===== src/rtl/load_align_unit_if.sv =====
`default_nettype none
// ============================================================================
// Module   : load_align_unit_if
// Purpose  : Request / data-memory / response bundle for load_align_unit.
//            slave  = the load unit itself, master = its environment.
// Revision : 1.0  initial release
// ============================================================================
interface load_align_unit_if #(
  parameter int DWIDTH = 32,
  parameter int AWIDTH = 32
);
  // Load request from execute stage
  logic              req_valid;
  logic              req_ready;
  logic [2:0]        req_funct3;
  logic [AWIDTH-1:0] req_addr;
  // Data-memory read port
  logic              mem_req_valid;
  logic              mem_req_ready;
  logic [AWIDTH-1:0] mem_addr;
  logic              mem_rvalid;
  logic [DWIDTH-1:0] mem_rdata;
  // Load result
  logic              rsp_valid;
  logic              rsp_ready;
  logic [DWIDTH-1:0] rsp_data;
  logic              rsp_fault;

  modport slave (
    input  req_valid, req_funct3, req_addr, mem_req_ready, mem_rvalid,
           mem_rdata, rsp_ready,
    output req_ready, mem_req_valid, mem_addr, rsp_valid, rsp_data, rsp_fault
  );

  modport master (
    output req_valid, req_funct3, req_addr, mem_req_ready, mem_rvalid,
           mem_rdata, rsp_ready,
    input  req_ready, mem_req_valid, mem_addr, rsp_valid, rsp_data, rsp_fault
  );
endinterface
`default_nettype wire


===== src/rtl/load_align_unit.sv =====
`default_nettype none
// ============================================================================
// Module   : load_align_unit
// Purpose  : Multi-cycle load path. Issues word-aligned reads, extracts the
//            addressed bytes from one or two words and sign/zero-extends them.
//            Optional macro LOAD_ALIGN_MISALIGNED_EN: when defined, loads that
//            cross a word boundary are served with two reads; when undefined,
//            any access whose offset is not a multiple of its size faults.
// Revision : 1.0  initial release
// ============================================================================
module load_align_unit #(
  parameter int DWIDTH = 32,
  parameter int AWIDTH = 32
) (
  input  wire logic         clk,
  input  wire logic         rst,
  load_align_unit_if.slave  lsu
);

  localparam int NB = DWIDTH / 8;            // bytes per word
  localparam int OW = $clog2(NB);            // byte-offset width
  localparam int SW = $clog2(2 * DWIDTH);    // bit-index width into {hi,lo}
  localparam logic [AWIDTH-1:0] C_STEP = AWIDTH'(NB);

`ifdef LOAD_ALIGN_MISALIGNED_EN
  typedef enum logic [2:0] {
    IDLE  = 3'd0,
    REQ0  = 3'd1,
    WAIT0 = 3'd2,
    REQ1  = 3'd3,
    WAIT1 = 3'd4,
    RESP  = 3'd5
  } state_t;
`else
  typedef enum logic [2:0] {
    IDLE  = 3'd0,
    REQ0  = 3'd1,
    WAIT0 = 3'd2,
    RESP  = 3'd5
  } state_t;
`endif

  state_t            state_q, state_d;
  logic [AWIDTH-1:0] addr_q,  addr_d;
  logic [2:0]        f3_q,    f3_d;
  logic [DWIDTH-1:0] data_q,  data_d;
  logic              fault_q, fault_d;
`ifdef LOAD_ALIGN_MISALIGNED_EN
  logic [DWIDTH-1:0] lo_q,    lo_d;          // first (lower) word of a span
`endif

  // funct3 decoding: ld and lwu only exist on a 64-bit datapath
  function automatic logic is_legal(input logic [2:0] f3);
    case (f3)
      3'd0, 3'd1, 3'd2, 3'd4, 3'd5: is_legal = 1'b1;
      3'd3, 3'd6:                   is_legal = (DWIDTH == 64);
      default:                      is_legal = 1'b0;
    endcase
  endfunction

  function automatic logic [3:0] size_of(input logic [2:0] f3);
    return 4'd1 << f3[1:0];
  endfunction

`ifdef LOAD_ALIGN_MISALIGNED_EN
  function automatic logic is_spanning(input logic [2:0] f3, input logic [OW-1:0] off);
    return (5'(off) + 5'(size_of(f3))) > 5'(NB);
  endfunction
`else
  function automatic logic is_misaligned(input logic [2:0] f3, input logic [OW-1:0] off);
    return (4'(off) & (size_of(f3) - 4'd1)) != 4'd0;
  endfunction
`endif

  // Shift {hi,lo} down to the addressed byte, keep 8*S bits, then extend.
  // A full-width access gets an all-zero fill mask, so sign never matters.
  function automatic logic [DWIDTH-1:0] extract(input logic [2:0]          f3,
                                                input logic [OW-1:0]       off,
                                                input logic [2*DWIDTH-1:0] pair);
    logic [2*DWIDTH-1:0] sh;
    logic [DWIDTH-1:0]   mask;
    logic [DWIDTH-1:0]   val;
    logic [6:0]          nbits;
    logic                sbit;
    sh    = pair >> {off, 3'b000};
    nbits = 7'd8 << f3[1:0];
    mask  = (DWIDTH'(1) << nbits) - DWIDTH'(1);
    val   = sh[DWIDTH-1:0] & mask;
    sbit  = sh[SW'(nbits - 7'd1)];
    if (!f3[2] && sbit) begin
      val = val | ~mask;
    end
    return val;
  endfunction

  logic [OW-1:0]     w_off_q;
  logic [AWIDTH-1:0] w_base;
  logic              w_req_fault;

  assign w_off_q = addr_q[OW-1:0];
  assign w_base  = {addr_q[AWIDTH-1:OW], {OW{1'b0}}};

`ifdef LOAD_ALIGN_MISALIGNED_EN
  assign w_req_fault = !is_legal(lsu.req_funct3);
`else
  assign w_req_fault = !is_legal(lsu.req_funct3) ||
                       is_misaligned(lsu.req_funct3, lsu.req_addr[OW-1:0]);
`endif

  // State and datapath registers; reset aborts any transaction in flight
  always_ff @(posedge clk) begin
    if (rst) begin
      state_q <= IDLE;
      addr_q  <= '0;
      f3_q    <= '0;
      data_q  <= '0;
      fault_q <= 1'b0;
`ifdef LOAD_ALIGN_MISALIGNED_EN
      lo_q    <= '0;
`endif
    end else begin
      state_q <= state_d;
      addr_q  <= addr_d;
      f3_q    <= f3_d;
      data_q  <= data_d;
      fault_q <= fault_d;
`ifdef LOAD_ALIGN_MISALIGNED_EN
      lo_q    <= lo_d;
`endif
    end
  end

  // Next-state and outputs; outputs depend only on registered state so
  // mem_addr and rsp_* hold steady while their handshakes are pending
  always_comb begin
    state_d           = state_q;
    addr_d            = addr_q;
    f3_d              = f3_q;
    data_d            = data_q;
    fault_d           = fault_q;
`ifdef LOAD_ALIGN_MISALIGNED_EN
    lo_d              = lo_q;
`endif
    lsu.req_ready     = 1'b0;
    lsu.mem_req_valid = 1'b0;
    lsu.mem_addr      = '0;
    lsu.rsp_valid     = 1'b0;
    lsu.rsp_data      = '0;
    lsu.rsp_fault     = 1'b0;

    case (state_q)
      IDLE: begin
        lsu.req_ready = 1'b1;
        if (lsu.req_valid) begin
          addr_d = lsu.req_addr;
          f3_d   = lsu.req_funct3;
          if (w_req_fault) begin
            data_d  = '0;
            fault_d = 1'b1;
            state_d = RESP;
          end else begin
            fault_d = 1'b0;
            state_d = REQ0;
          end
        end
      end

      REQ0: begin
        lsu.mem_req_valid = 1'b1;
        lsu.mem_addr      = w_base;
        if (lsu.mem_req_ready) begin
          state_d = WAIT0;
        end
      end

      WAIT0: begin
        if (lsu.mem_rvalid) begin
`ifdef LOAD_ALIGN_MISALIGNED_EN
          lo_d = lsu.mem_rdata;
          if (is_spanning(f3_q, w_off_q)) begin
            state_d = REQ1;
          end else begin
            data_d  = extract(f3_q, w_off_q, {{DWIDTH{1'b0}}, lsu.mem_rdata});
            state_d = RESP;
          end
`else
          data_d  = extract(f3_q, w_off_q, {{DWIDTH{1'b0}}, lsu.mem_rdata});
          state_d = RESP;
`endif
        end
      end

`ifdef LOAD_ALIGN_MISALIGNED_EN
      REQ1: begin
        lsu.mem_req_valid = 1'b1;
        lsu.mem_addr      = w_base + C_STEP;
        if (lsu.mem_req_ready) begin
          state_d = WAIT1;
        end
      end

      WAIT1: begin
        if (lsu.mem_rvalid) begin
          data_d  = extract(f3_q, w_off_q, {lsu.mem_rdata, lo_q});
          state_d = RESP;
        end
      end
`endif

      RESP: begin
        lsu.rsp_valid = 1'b1;
        lsu.rsp_data  = data_q;
        lsu.rsp_fault = fault_q;
        if (lsu.rsp_ready) begin
          state_d = IDLE;
        end
      end

      default: begin
        state_d = IDLE;
      end
    endcase
  end

endmodule
`default_nettype wire


===== src/flat_wrapper.sv =====
// flat-port wrapper written by rule: the top's interface ports become plain ports
module load_align_unit_flat 
#(
  parameter int DWIDTH = 32,
  parameter int AWIDTH = 32
)
  (clk, rst, lsu_req_valid, lsu_req_funct3, lsu_req_addr, lsu_mem_req_ready, lsu_mem_rvalid, lsu_mem_rdata, lsu_rsp_ready, lsu_req_ready, lsu_mem_req_valid, lsu_mem_addr, lsu_rsp_valid, lsu_rsp_data, lsu_rsp_fault);
  load_align_unit_if #(.DWIDTH(DWIDTH), .AWIDTH(AWIDTH)) lsu_i ();
  input  wire logic clk;
  input  wire logic rst;
  input wire logic [$bits(lsu_i.req_valid)-1:0] lsu_req_valid;
  input wire logic [$bits(lsu_i.req_funct3)-1:0] lsu_req_funct3;
  input wire logic [$bits(lsu_i.req_addr)-1:0] lsu_req_addr;
  input wire logic [$bits(lsu_i.mem_req_ready)-1:0] lsu_mem_req_ready;
  input wire logic [$bits(lsu_i.mem_rvalid)-1:0] lsu_mem_rvalid;
  input wire logic [$bits(lsu_i.mem_rdata)-1:0] lsu_mem_rdata;
  input wire logic [$bits(lsu_i.rsp_ready)-1:0] lsu_rsp_ready;
  output wire logic [$bits(lsu_i.req_ready)-1:0] lsu_req_ready;
  output wire logic [$bits(lsu_i.mem_req_valid)-1:0] lsu_mem_req_valid;
  output wire logic [$bits(lsu_i.mem_addr)-1:0] lsu_mem_addr;
  output wire logic [$bits(lsu_i.rsp_valid)-1:0] lsu_rsp_valid;
  output wire logic [$bits(lsu_i.rsp_data)-1:0] lsu_rsp_data;
  output wire logic [$bits(lsu_i.rsp_fault)-1:0] lsu_rsp_fault;
  assign lsu_i.req_valid = lsu_req_valid;
  assign lsu_i.req_funct3 = lsu_req_funct3;
  assign lsu_i.req_addr = lsu_req_addr;
  assign lsu_i.mem_req_ready = lsu_mem_req_ready;
  assign lsu_i.mem_rvalid = lsu_mem_rvalid;
  assign lsu_i.mem_rdata = lsu_mem_rdata;
  assign lsu_i.rsp_ready = lsu_rsp_ready;
  assign lsu_req_ready = lsu_i.req_ready;
  assign lsu_mem_req_valid = lsu_i.mem_req_valid;
  assign lsu_mem_addr = lsu_i.mem_addr;
  assign lsu_rsp_valid = lsu_i.rsp_valid;
  assign lsu_rsp_data = lsu_i.rsp_data;
  assign lsu_rsp_fault = lsu_i.rsp_fault;
  load_align_unit #(.DWIDTH(DWIDTH), .AWIDTH(AWIDTH)) u_core (.clk(clk), .rst(rst), .lsu(lsu_i));
endmodule

===== config.mk =====
export PLATFORM = sky130hd
export DESIGN_NAME = load_align_unit_flat
export DESIGN_NICKNAME = d
export VERILOG_FILES = /design/src/rtl/load_align_unit_if.sv /design/src/rtl/load_align_unit.sv /design/src/flat_wrapper.sv
export SDC_FILE = /design/constraint.sdc
export NUM_CORES = 1
export LEC_CHECK = 0
export ABC_AREA = 0
export BUFFER_PORTS_ARGS = -buffer_cell sky130_fd_sc_hd__buf_4
export CELL_PAD_IN_SITES_DETAIL_PLACEMENT = 1
export CELL_PAD_IN_SITES_GLOBAL_PLACEMENT = 2
export CORE_UTILIZATION = 25
export DETAILED_ROUTE_END_ITERATION = 10
export HOLD_SLACK_MARGIN = 0.05
export PLACE_DENSITY = 0.77
export RECOVER_POWER = 100
export SLEW_MARGIN = 20
export SYNTH_ARGS = -nofsm -noshare
export SYNTH_HDL_FRONTEND = slang
export SYNTH_SLANG_ARGS = --single-unit

===== constraint.sdc =====
create_clock -name clk -period 3 [get_ports clk]
set_clock_uncertainty 0.05 [all_clocks]
set_input_delay 0.6 -clock clk [delete_from_list [all_inputs] [get_ports clk]]
set_output_delay 0.6 -clock clk [all_outputs]
set_load 0.03 [all_outputs]

* Word-level counts from Yosys, hierarchy flattened
Index checks and enable logic that the tools add are counted.
** Storage, ports and cells
- Output and inout port bits :: 68
- RAM bits :: 0
- Bits in read-only memories :: 0
- Input port bits :: 73
- Memories :: 0
- Flip-flop bits (word level) :: 71
- Latch bits :: 0
** Cells by class
- Shifts and indexed selects :: 4
- Multiplexer cells :: 21
- Bitwise logic cells :: 4
- Reduce and logical (&&, ||, !) cells :: 12
- Equal/unequal tests :: 12
- Div/mod/pow operators :: 0
- $lt $le $gt $ge :: 1
- Multiply operators :: 0
- Add/sub/neg operators :: 3
** Operators by type and width (count)
- 2-to-1 mux 32 bit :: 6
- case mux 32 bit (2 select lines) :: 1
- >> shifter 32 x 5 -> 64 bit :: 1
- AND 32 bit :: 1
- inverter 32 bit :: 1
- OR 32 bit :: 1
- left shift 1 x 7 -> 32 bit, first input constant :: 1
- subtractor 32 x 2 -> 32 bit, second input constant :: 1
- 2-to-1 mux 3 bit :: 5
- case mux 3 bit (4 select lines) :: 1
- == test 3 bit, second input constant :: 3
- != test 2 bit, second input constant :: 4
- AND reduction 4 bit :: 2
- < comparator 6 x 7 -> 1 bit, second input constant :: 1
- 2-to-1 mux 1 bit :: 7
- left shift 4 x 2 -> 7 bit, first input constant :: 1
- binary-select mux 1 bit (select 6 bit) :: 1
- == test 3 x 1 -> 1 bit, second input constant :: 2
- == test 3 x 2 -> 1 bit, second input constant :: 2
- zero test 3 bit :: 2
- subtractor 6 x 1 -> 6 bit, second input constant :: 1
- OR reduction 5 bit :: 1
- AND 2 x 4 -> 4 bit :: 1
- nonzero test 4 bit :: 1
- other kinds (8) :: 9

* Logic depth before layout (Yosys ltp)
Gate-level depths: netlist of run 1.
- Word-level depth :: 8
- Depth in mapped cells :: 8
- Mapped depth without buffers :: 4

* Worst setup path before layout of run 1
OpenSTA, ideal clock, no wires.
- Path type :: input -> register
- Start point :: input port lsu_req_valid
- End point :: register u_core.data_q[30]
- Setup time :: 0.122 ns
- Data arrival time :: 2.305 ns
- Stages :: 7
- Setup slack :: 0.523 ns
- Data required time :: 2.828 ns
- Buffers on the path :: 3
- Cell sequence :: or4b_4 -> buf_6 -> or3_1 -> buf_6 -> nor3b_4 -> buf_6 -> a221o_1
** On the way
- Word-level cells in the longest chain between the ends :: 2
** RTL lines
- start: declaration :: RTL line flat_wrapper.sv:11 : input wire logic [$bits(lsu_i.req_valid)-1:0] lsu_req_valid;
- != test 2 bit (no line)
- AND reduction 4 bit (no line)
- end signal: assignment :: RTL line load_align_unit.sv:125 : data_q <= data_d;
- end: declaration :: RTL line load_align_unit.sv:46 : logic [DWIDTH-1:0] data_q, data_d;
Every way passes these cells.
A chain may end at the register's enable or synchronous reset.

* Worst setup path after layout of run 1
- Start point :: register u_core.state_q[0]
- End point :: output port lsu_mem_addr[8]
** On the way
- Word-level cells in the longest chain between the ends :: 2
** RTL lines
- start: declaration :: RTL line load_align_unit.sv:43 : state_t state_q, state_d;
- start signal: assignment :: RTL line load_align_unit.sv:122 : state_q <= state_d;
- == test 3 x 1 -> 1 bit :: RTL line load_align_unit.sv:151 : case (state_q)
- 2-to-1 mux 32 bit :: RTL line load_align_unit.sv:151
- end: declaration :: RTL line flat_wrapper.sv:20 : output wire logic [$bits(lsu_i.mem_addr)-1:0] lsu_mem_addr;
Every way passes these cells.

==> flow_metrics.env, run 1 <==
export IMPL_yosys_area_top_type_share=0.407
export IMPL_crit_chain="nand2b_1 > nor2_1 > clkbuf_2 > and2_0 > buf_4"
export IMPL_cts_tree="yes"
export IMPL_drive_gt1_frac=0.289
export IMPL_min_path_type="flop to flop"
export IMPL_fmax_mhz=390
export IMPL_finalSetupTns_ns=0
export IMPL_synth_area_um2=3490
export IMPL_setup_ws_ns=0.436
export IMPL_dr_pass1_iters=4
export IMPL_drt_wl_total_mm=11.6
export IMPL_outcome="complete, but fails checks"
export IMPL_maxCapViolCount=1
export IMPL_hold_violations=0
export IMPL_min_delay_path_depth=2
export IMPL_area_growth_pct=39.8
export IMPL_max_vdd_ir_drop_mv=0.340
export IMPL_netlist_instances=425
export IMPL_synth_commonest_cells="nand2_1 (80), dfxtp_1 (71), and2_1 (66)"
export IMPL_worst_setup_path_end_kind="output pin"
export IMPL_die_x_um=120
export IMPL_ys_seq_elements=71
export IMPL_powerDensity_nw_per_um2=549
export IMPL_period_share=0.855
export IMPL_portBuffers=138
export IMPL_min_from="u_core.fault_q$_SDFFE_PP0P_"
export IMPL_yosysUniqueCellTypes=38
export IMPL_place_congestion=0.831
export IMPL_num_io_pins=141
export IMPL_synth_area_top_cells="dfxtp_1 (41%), and2_1 (12%), nand2_1 (8.6%), a21oi_1 (7.6%), mux2i_1 (5.2%)"
export IMPL_p_leak_uw=0.00206
export IMPL_r2r_cells=5
export IMPL_fin_crit_ns=2.56
export IMPL_critPathArrivalTime_ns=1.91
export IMPL_synth_seq_area_share=0.407
export IMPL_synthArstFlopShare=0
export IMPL_antenna_found_initial=0
export IMPL_relSlewSlack=-0.0709
export IMPL_nFillCells=1610
export IMPL_start_kind="flop"
export IMPL_cts_sinks=71
export IMPL_dieArea_um2=14400
export IMPL_fin_cells=730
export IMPL_cp_slowest_cell="dfxtp_1"
export IMPL_path_class="flop to output pin"
export IMPL_crit_start="u_core.state_q[0]$_SDFFE_PP0P_"
export IMPL_grt_overflow=0
export IMPL_yosys_cell_count_top_type="nand2_1"
export IMPL_post_cts_resized=0
export IMPL_cpPeakStageDelay_ns=0.47
export IMPL_synth_avg_cell_area_um2=8.21
export IMPL_floorplan_initialDensity=0.260
export IMPL_wl_per_cell_um=15.9
export IMPL_drtAntennaViolNets=0
export IMPL_htreeDepth=3
export IMPL_synth_ff_type="dfxtp_1"
export IMPL_yosysTopAreaCell="dfxtp_1"
export IMPL_grt_pass1_vias=3533
export IMPL_drt_iter0_markers=153
export IMPL_violations="capacitance limit, slew limit"
export IMPL_dr_total_vias=3496
export IMPL_core_area_um2=13400
export IMPL_yosys_warnings=0
export IMPL_fin_nets=622
export IMPL_postCtsSetupBuffers=0
export IMPL_r2r_start="u_core.state_q[2]$_SDFFE_PP0P_"
export IMPL_grt_total_usage=0.164
export IMPL_std_cell_rows=42
export IMPL_via_per_inst=4.79
export IMPL_fin_util=0.364
export IMPL_cts_path_max_buffers=2
export IMPL_post_dp_hpwl_mm=8.35
export IMPL_clk_latency_ns=0.33
export IMPL_placed_cell_area_um2=4650
export IMPL_placedCellCount=714
export IMPL_finalMaxSlewViolations=36
export IMPL_diodes=0
export IMPL_clk_pin_slew_ns=0.06
export IMPL_setup_violations=0
export IMPL_numCtsBuffers=9
export IMPL_grt_pass1_wl_mm=18.3
export IMPL_rsz0062_at_grt="no"
export IMPL_synth_edff_count=0
export IMPL_cp_max_fo=31
export IMPL_tightest_slew_ns=1.61
export IMPL_final_cell_area_um2=4880
export IMPL_holdBufCountCts=0
export IMPL_dp_slack_ns=0.446
export IMPL_grt_max_degree=50
export IMPL_cts_root_buf="clkbuf_16"
export IMPL_fp_dieH_um=120
export IMPL_drc=0
export IMPL_worstPathRequired_ns=2.35
placed cells by master, fill, tap and decap left out, types with 3 or more instances in the layout:
| cell type | n |
|---|---|
| o211ai_1 | 7 |
| dfxtp_1 | 71 |
| buf_4 | 133 |
| clkbuf_1 | 13 |
| and2_0 | 45 |
| a211o_1 | 8 |
| mux2i_1 | 18 |
| and2_1 | 21 |
| nor3_1 | 5 |
| nand3_1 | 8 |
| clkbuf_16 | 9 |
| nand2b_1 | 3 |
| a211oi_1 | 3 |
| mux2_2 | 7 |
| clkinv_4 | 3 |
| nand2_1 | 80 |
| o21ai_0 | 9 |
| a221o_1 | 8 |
| nor2_1 | 16 |
| a21oi_1 | 53 |
| a22o_1 | 8 |
flip-flops by register name, summed over array words and instances, names as in the netlist:
signal,flops
u_core.data_q,32
u_core.addr_q,32
u_core.fault_q,1
u_core.f3_q,3
u_core.state_q,3
metrics by stage:
| step | hold WS (ns) | total power [uW] |
|---|---|---|
| global route | 0.416 | 2830 |
| floorplan | 0.377 | 1430 |
| CTS | 0.403 | 2740 |
| finish | 0.402 | 2680 |
| detailed placement | 0.394 | 1650 |
| global placement | 0.388 | 1630 |
cell type report:
type / instances / area [um^2] / share of cell area
multi-input combinational: 317 / 1870 / 0.384
timing repair buffer: 148 / 1060 / 0.217
clock inverter: 7 / 73.8 / 0.0151
inverter: 2 / 7.51 / 0.00154
sequential: 71 / 1420 / 0.291
clock buffer: 9 / 225 / 0.0462
tap: 176 / 220 / 0.0451
final timing paths:
kind | endpoint | slack [ns]
setup / recovery | lsu_mem_addr[8] | 0.44
hold / removal | u_core.fault_q$_SDFFE_PP0P_ | 0.40
setup reg to reg | u_core.data_q[27]$_SDFFE_PP0P_ | 0.50
hold reg to reg | u_core.fault_q$_SDFFE_PP0P_ | 0.40
cells by family (layout without fill, tap and decap cells):
kind of cell | Yosys count | in the layout | synth area share
compound gates | 101 | 101 | 0.185
mux | 26 | 26 | 0.0807
simple gates | 188 | 188 | 0.273
buf+inv | 38 | 166 | 0.0524
other cells | 1 | 2 | 0.00108
flops | 71 | 71 | 0.407
critical path, delay by kind of cell (launching register included):
kind	cells	cell delay [ns]
simple gates	3	0.48
buf+inv	2	0.61
flops	1	0.47
report_power, final:
part	leakage, uW	total, uW	internal, uW	switching, uW
Combinational	0.00134	556	216	340
Clock	0.000145	1070	644	424
Sequential	0.000578	1050	1010	45.7
Total	0.00206	2680	1870	809
routing by layer:
layer / share of wire / wire [um] / up-vias / GRT usage
met5: 0 / 0 / - / 0
met4: 0.017 / 203 / 0 / 0.0719
met3: 0.098 / 1150 / 17 / 0.0699
met2: 0.45 / 5280 / 119 / 0.260
met1: 0.43 / 5000 / 1653 / 0.190
li1: - / - / 1707 / -
Power figures use the tool's default switching activity.
==> run 2, diff against run 1 <==
- REMOVE_ABC_BUFFERS: unset -> 1
==> run 2 against run 1 <==
Compared with the run above: the flow now finishes without violations; count of clock-buffer cells in the layout increased by 3; first-iteration DRC count fell by 18%; setup slack gained 0.029 ns; register-to-register slack better by 0.02 ns; die area unchanged; critical endpoint is now lsu_mem_addr[16]; sequential share of layout area fell by 0.17 points; total power decreased by 0.48%; wire length is 0.28% lower; final cell count unchanged; global-route usage is 0.50 points higher; non-clock buffer count stayed put; flip-flop and latch count did not move.
==> flow_metrics.env, run 2 (synthesis gave the netlist of run 1 again) <==
export IMPL_outcome="finished clean"
export IMPL_dieArea_um2=14400
export IMPL_fin_nets=622
export IMPL_crit_chain="nand2b_1 > nor2_1 > clkbuf_2 > and2_0 > buf_4"
export IMPL_use_met1=0.197
export IMPL_met3_usage=0.0775
export IMPL_drt_wl_total_mm=11.6
export IMPL_fp_dieH_um=120
export IMPL_drtAntennaViolNets=0
export IMPL_grt_overflow=0
export IMPL_grt_pass1_wl_mm=18.8
export IMPL_p_leak_uw=0.00209
export IMPL_diodes=0
export IMPL_tightest_slew_ns=0.789
export IMPL_layout_common_cells="buf_4 (142), nand2_1 (80), dfxtp_1 (71)"
export IMPL_path_class="flop to output pin"
export IMPL_drt_iter0_markers=126
export IMPL_placed_cell_area_um2=4650
export IMPL_final_common_cell="buf_4"
export IMPL_place_congestion=0.817
export IMPL_post_cts_resized=0
export IMPL_critPathTopFamily="buffers and inverters"
export IMPL_setup_violations=0
export IMPL_drive_gt1_frac=0.305
export IMPL_wl_per_cell_um=15.9
export IMPL_grt_max_degree=50
export IMPL_cpPeakStageDelay_ns=0.46
export IMPL_min_path_type="flop to flop"
export IMPL_final_cell_area_um2=4910
export IMPL_cts_path_max_buffers=2
export IMPL_finalMaxSlewViolations=0
export IMPL_numCtsBuffers=9
export IMPL_htreeDepth=3
export IMPL_start_kind="flop"
export IMPL_cts_root_buf="clkbuf_16"
export IMPL_top_usage_layer="met2"
export IMPL_num_io_pins=141
export IMPL_core_area_um2=13400
export IMPL_relSlewSlack=0.474
export IMPL_total_power_uw=2660
export IMPL_die_x_um=120
export IMPL_crit_buf_inv=2
export IMPL_portBuffers=138
export IMPL_cts_sinks=71
export IMPL_critPathArrivalTime_ns=1.89
export IMPL_maxCapViolCount=0
export IMPL_cts_tree="yes"
export IMPL_clk_pin_slew_ns=0.06
export IMPL_cp_slowest_cell="dfxtp_1"
export IMPL_dr_total_vias=3433
export IMPL_period_share=0.845
export IMPL_clk_latency_ns=0.34
export IMPL_post_dp_hpwl_mm=8.50
export IMPL_drc=0
export IMPL_max_vdd_ir_drop_mv=0.241
export IMPL_postCtsSetupBuffers=0
export IMPL_grt_pass1_vias=3581
export IMPL_met2_usage=0.270
export IMPL_antenna_found_initial=0
export IMPL_reg_top3="u_core.addr_q (32), u_core.data_q (32)"
export IMPL_std_cell_rows=42
export IMPL_fmax_mhz=394
export IMPL_holdBufCountCts=0
export IMPL_cp_max_fo=31
export IMPL_powerDensity_nw_per_um2=543
export IMPL_floorplan_initialDensity=0.260
export IMPL_worst_setup_path_end_kind="output pin"
export IMPL_fin_crit_ns=2.54
export IMPL_grt_total_usage=0.169
export IMPL_rsz0062_at_grt="no"
export IMPL_finalSetupTns_ns=0
export IMPL_dr_pass1_iters=4
export IMPL_hold_violations=0
export IMPL_area_growth_pct=40.7
export IMPL_worstPathRequired_ns=2.35
export IMPL_via_per_inst=4.70
-- run 2: changes by cell type in the layout (fill, tap and decap cells not counted) --
cell        previous run  this run
buf_4                133       142
and2_1                21        12
clkbuf_2               2         4
clkbuf_8               0         1
and2_0                45        54
clkinvlp_4             1         0
clkinv_2               2         3
clkbuf_1              13         4
clkinv_4               3         0
-- run 2: worst register-to-register path, delay by kind of cell, from the launching register on --
family / cells / cell delay (ns)
AO/OA/AOI/OAI: 1 / 0.46
AND/OR/NAND/NOR: 3 / 1.13
buffers and inverters: 1 / 0.35
flip-flops: 1 / 0.37
-- run 2: cell type report --
cell class                      instances  area, um^2
Fill cell                            1632        8490
Multi-Input combinational cell        317        1870
Sequential cell                        71        1420
Timing Repair Buffer                  148        1090
Clock buffer                           12         246
Tap cell                              176         220
Clock inverter                          4        45.0
Inverter                                2        7.51
-- run 2: worst paths after layout --
kind,from,to,slack [ns],cells past startpoint
worst min-delay path,u_core.addr_q[6]$_SDFFE_PP0P_,u_core.addr_q[6]$_SDFFE_PP0P_,0.40,2
worst min register to register,u_core.addr_q[6]$_SDFFE_PP0P_,u_core.addr_q[6]$_SDFFE_PP0P_,0.40,2
worst max-delay path,u_core.state_q[0]$_SDFFE_PP0P_,lsu_mem_addr[16],0.46,5
worst max register to register,u_core.state_q[2]$_SDFFE_PP0P_,u_core.data_q[26]$_SDFFE_PP0P_,0.52,5
-- run 2: per-stage QoR --
step	util	cells	hold WS (ns)	setup slack [ns]
finish	0.366	730	0.401	0.465
global route	0.366	730	0.422	0.258
CTS	0.369	730	0.403	0.620
detailed placement	0.347	714	0.395	0.464
global placement	0.347	714	0.388	0.529
floorplan	-	390	0.376	0.348
-- run 2: where the power goes --
part | switching (uW) | total (uW) | internal (uW)
combinational | 334 | 549 | 214
sequential | 46.4 | 1050 | 1010
clock | 399 | 1060 | 662
total | 779 | 2660 | 1880
-- run 2: per-layer routing --
metal	up-vias	part of all wire	routed length (um)
li1	1702	-	-
met1	1593	0.43	4970
met2	125	0.45	5240
met3	13	0.11	1220
met4	0	0.015	173
met5	-	0	0
==> run 3, diff against run 2 <==
- ABC_AREA: 0 -> 1
- CORE_UTILIZATION: 25 -> 22
- PLACE_DENSITY: 0.77 -> 0.76
- clock period: 3 -> 2.09 ns (I/O delays scaled with it)
==> run 3 against run 2 <==
Compared with the run above: core utilization down 4.6 points; non-clock buffer count rose by 3; design area grew 8.1%; highest routed layer unchanged; via count increased by 20%; clock power is 71% higher; total power increased by 140%.
==> flow_metrics.env, run 3 <==
export IMPL_outcome="finished clean"
export IMPL_grt_pass1_vias=4127
export IMPL_min_from="lsu_req_addr[6]"
export IMPL_floorplan_initialDensity=0.225
export IMPL_antenna_found_initial=0
export IMPL_fmax_mhz=496
export IMPL_drtAntennaViolNets=0
export IMPL_dieArea_um2=17500
export IMPL_dr_pass1_iters=4
export IMPL_area_growth_pct=42.1
export IMPL_final_cell_area_um2=5300
export IMPL_fp_dieH_um=132
export IMPL_clk_pin_slew_ns=0.06
export IMPL_clk_latency_ns=0.34
export IMPL_synth_xor_area_frac=0
export IMPL_drc=0
export IMPL_setup_violations=0
export IMPL_synthArstFlopShare=0
export IMPL_p_sw_frac=0.417
export IMPL_portBuffers=138
export IMPL_place_congestion=0.759
export IMPL_htreeDepth=3
export IMPL_worstPathRequired_ns=1.62
export IMPL_worst_setup_path_end_kind="output pin"
export IMPL_period_share=0.965
export IMPL_synth_top_family_by_area="simple AND/OR/NAND/NOR gates"
export IMPL_hold_violations=0
export IMPL_final_common_cell="buf_4"
export IMPL_p_leak_uw=0.00236
export IMPL_via_per_inst=4.39
export IMPL_p_int_uw=3790
export IMPL_cts_path_max_buffers=2
export IMPL_power_frac_clock=0.278
export IMPL_finalMaxSlewViolations=0
export IMPL_synth_compound_area_share=0.209
export IMPL_synth_edff_count=0
export IMPL_min_delay_path_depth=3
export IMPL_drt_wl_total_mm=12.9
export IMPL_netlist_instances=591
export IMPL_synth_seq_area_share=0.381
export IMPL_yosys_cell_count_top_type="nor2_1"
export IMPL_total_power_uw=6510
export IMPL_yosys_area_top_type_share=0.381
export IMPL_fin_crit_ns=2.02
export IMPL_synth_fa_ha_area_frac=0
export IMPL_r2r_cells=8
export IMPL_path_class="flop to output pin"
export IMPL_cts_tree="yes"
export IMPL_grt_pass1_wl_mm=21.0
export IMPL_grt_max_degree=59
export IMPL_placed_cell_area_um2=4950
export IMPL_std_cell_rows=47
export IMPL_p_seq_frac=0.292
export IMPL_min_path_type="input port to flop"
export IMPL_drt_iter0_markers=180
export IMPL_synth_area_top_cells="dfxtp_1 (38%), a21oi_1 (12%), nor2_1 (11%), nand2_1 (10%), inv_1 (8.0%)"
export IMPL_yosys_warnings=0
export IMPL_core_area_um2=16600
export IMPL_max_vdd_ir_drop_mv=0.402
export IMPL_reg2reg_slack_ns=0.17
export IMPL_diodes=0
export IMPL_yosysUniqueCellTypes=24
export IMPL_post_dp_hpwl_mm=9.45
export IMPL_p_switching_uw=2720
export IMPL_maxCapViolCount=0
export IMPL_grt_total_usage=0.152
export IMPL_synth_ff_type="dfxtp_1"
export IMPL_tightest_slew_ns=0.501
export IMPL_min_to="u_core.addr_q[6]$_SDFFE_PP0P_"
export IMPL_hold_slack_ns=0.308
export IMPL_synth_area_um2=3730
export IMPL_rsz0062_at_grt="no"
export IMPL_synth_simple_gate_area_share=0.268
export IMPL_num_io_pins=141
export IMPL_cts_root_buf="clkbuf_16"
export IMPL_die_x_um=132
export IMPL_numCtsBuffers=9
export IMPL_wl_per_cell_um=13.8
export IMPL_cts_sinks=71
export IMPL_grt_overflow=0
export IMPL_ys_seq_elements=71
export IMPL_reg_top3="u_core.addr_q (32), u_core.data_q (32)"
export IMPL_fin_nets=785
export IMPL_drive_gt1_frac=0.269
export IMPL_p_comb_frac=0.430
export IMPL_synth_commonest_cells="nor2_1 (107), nand2_1 (104), a21oi_1 (87)"
export IMPL_critPathArrivalTime_ns=1.55
export IMPL_synth_avg_cell_area_um2=6.32
export IMPL_start_kind="flop"
export IMPL_muxShareOfSynthArea=0
export IMPL_yosysTopAreaCell="dfxtp_1"
export IMPL_layout_common_cells="buf_4 (111), nand2_1 (103), nor2_1 (97)"
export IMPL_cp_max_fo=33
export IMPL_finalSetupTns_ns=0
export IMPL_r2r_end="u_core.data_q[27]$_SDFFE_PP0P_"
export IMPL_relSlewSlack=0.666
export IMPL_dr_total_vias=4118
export IMPL_r2r_start="u_core.state_q[1]$_SDFFE_PP0P_"
export IMPL_holdBufCountCts=0
export IMPL_powerDensity_nw_per_um2=1230
[run 3: cell types whose count changed after synthesis, moves of 8 or more]
cell and delta:
and2_1 -66, a21oi_1 +34, a221o_1 -8, a22o_1 -8
inv_1 +78, buf_2 +9, nor2_1 +91, a211o_1 -8
o21ai_0 +42, mux2i_1 -18, nand2_1 +24, nand3_1 +19
[run 3: how the worst max path moves through the flow]
stage	start	endpoint	slack, ns	cells past startpoint
floorplan	u_core.state_q[2]$_SDFFE_PP0P_	lsu_rsp_data[0]	-0.76	4
global placement	u_core.state_q[2]$_SDFFE_PP0P_	lsu_rsp_data[31]	0.26	6
detailed placement	u_core.state_q[2]$_SDFFE_PP0P_	lsu_rsp_data[24]	0.16	6
CTS	u_core.state_q[2]$_SDFFE_PP0P_	lsu_rsp_data[31]	0.003	6
global route	u_core.state_q[0]$_SDFFE_PP0P_	lsu_rsp_data[31]	0.004	6
finish	u_core.state_q[0]$_SDFFE_PP0P_	lsu_rsp_data[20]	0.07	6
[run 3: per-layer routing]
layer	global-route usage	vias to the layer above	wire length [um]
met5	0	-	0
met4	0.0626	0	224
met3	0.0488	15	1110
met2	0.242	140	5670
met1	0.188	1874	5930
li1	-	2089	-
[run 3: worst max-delay path: stages, from the launching register on]
cell,delay (ns)
dfxtp_2,0.36
inv_2,0.07
nor3_4,0.21
inv_2,0.08
buf_12,0.17
nor2_1,0.11
clkbuf_4,0.20
[run 3: kinds of logic (layout without fill, tap and decap cells)]
family,after synthesis,in the layout
other,1,2
buffers and inverters,125,250
AND/OR/NAND/NOR,246,246
flip-flops,71,71
AO/OA/AOI/OAI,148,148
[run 3: layout make-up]
type	count	area [um^2]
sequential	71	1430
timing repair buffer	151	1100
multi-input combinational	396	1840
tap	220	275
fill	2106	11300
clock inverter	6	108
inverter	83	314
clock buffer	10	239
[run 3: power groups by stage]
stage | logic (uW) | registers (uW) | clock network [uW]
2_1_floorplan | 1750 | 1880 | 0
3_3_place_gp | 2790 | 1890 | 0
3_5_place_dp | 2840 | 1910 | 0
4_1_cts | 2880 | 1890 | 1870
5_1_grt | 3150 | 1940 | 1920
6_report | 2800 | 1900 | 1810
[run 3: metrics by stage]
stage                util  worst slack (ns)  cells
floorplan               -            -0.757    550
global placement    0.299             0.256    920
detailed placement  0.299             0.155    920
CTS                 0.321           0.00295    936
global route        0.320           0.00426    937
finish              0.320            0.0739    937
[run 3: timing repair]
| item | CTS | global route |
|---|---|---|
| pin swaps | 0 | 1 |
| gates resized for setup | 9 | 16 |
| endpoints found under the setup margin | 63 | 61 |
| buffers inserted | 0 | 1 |
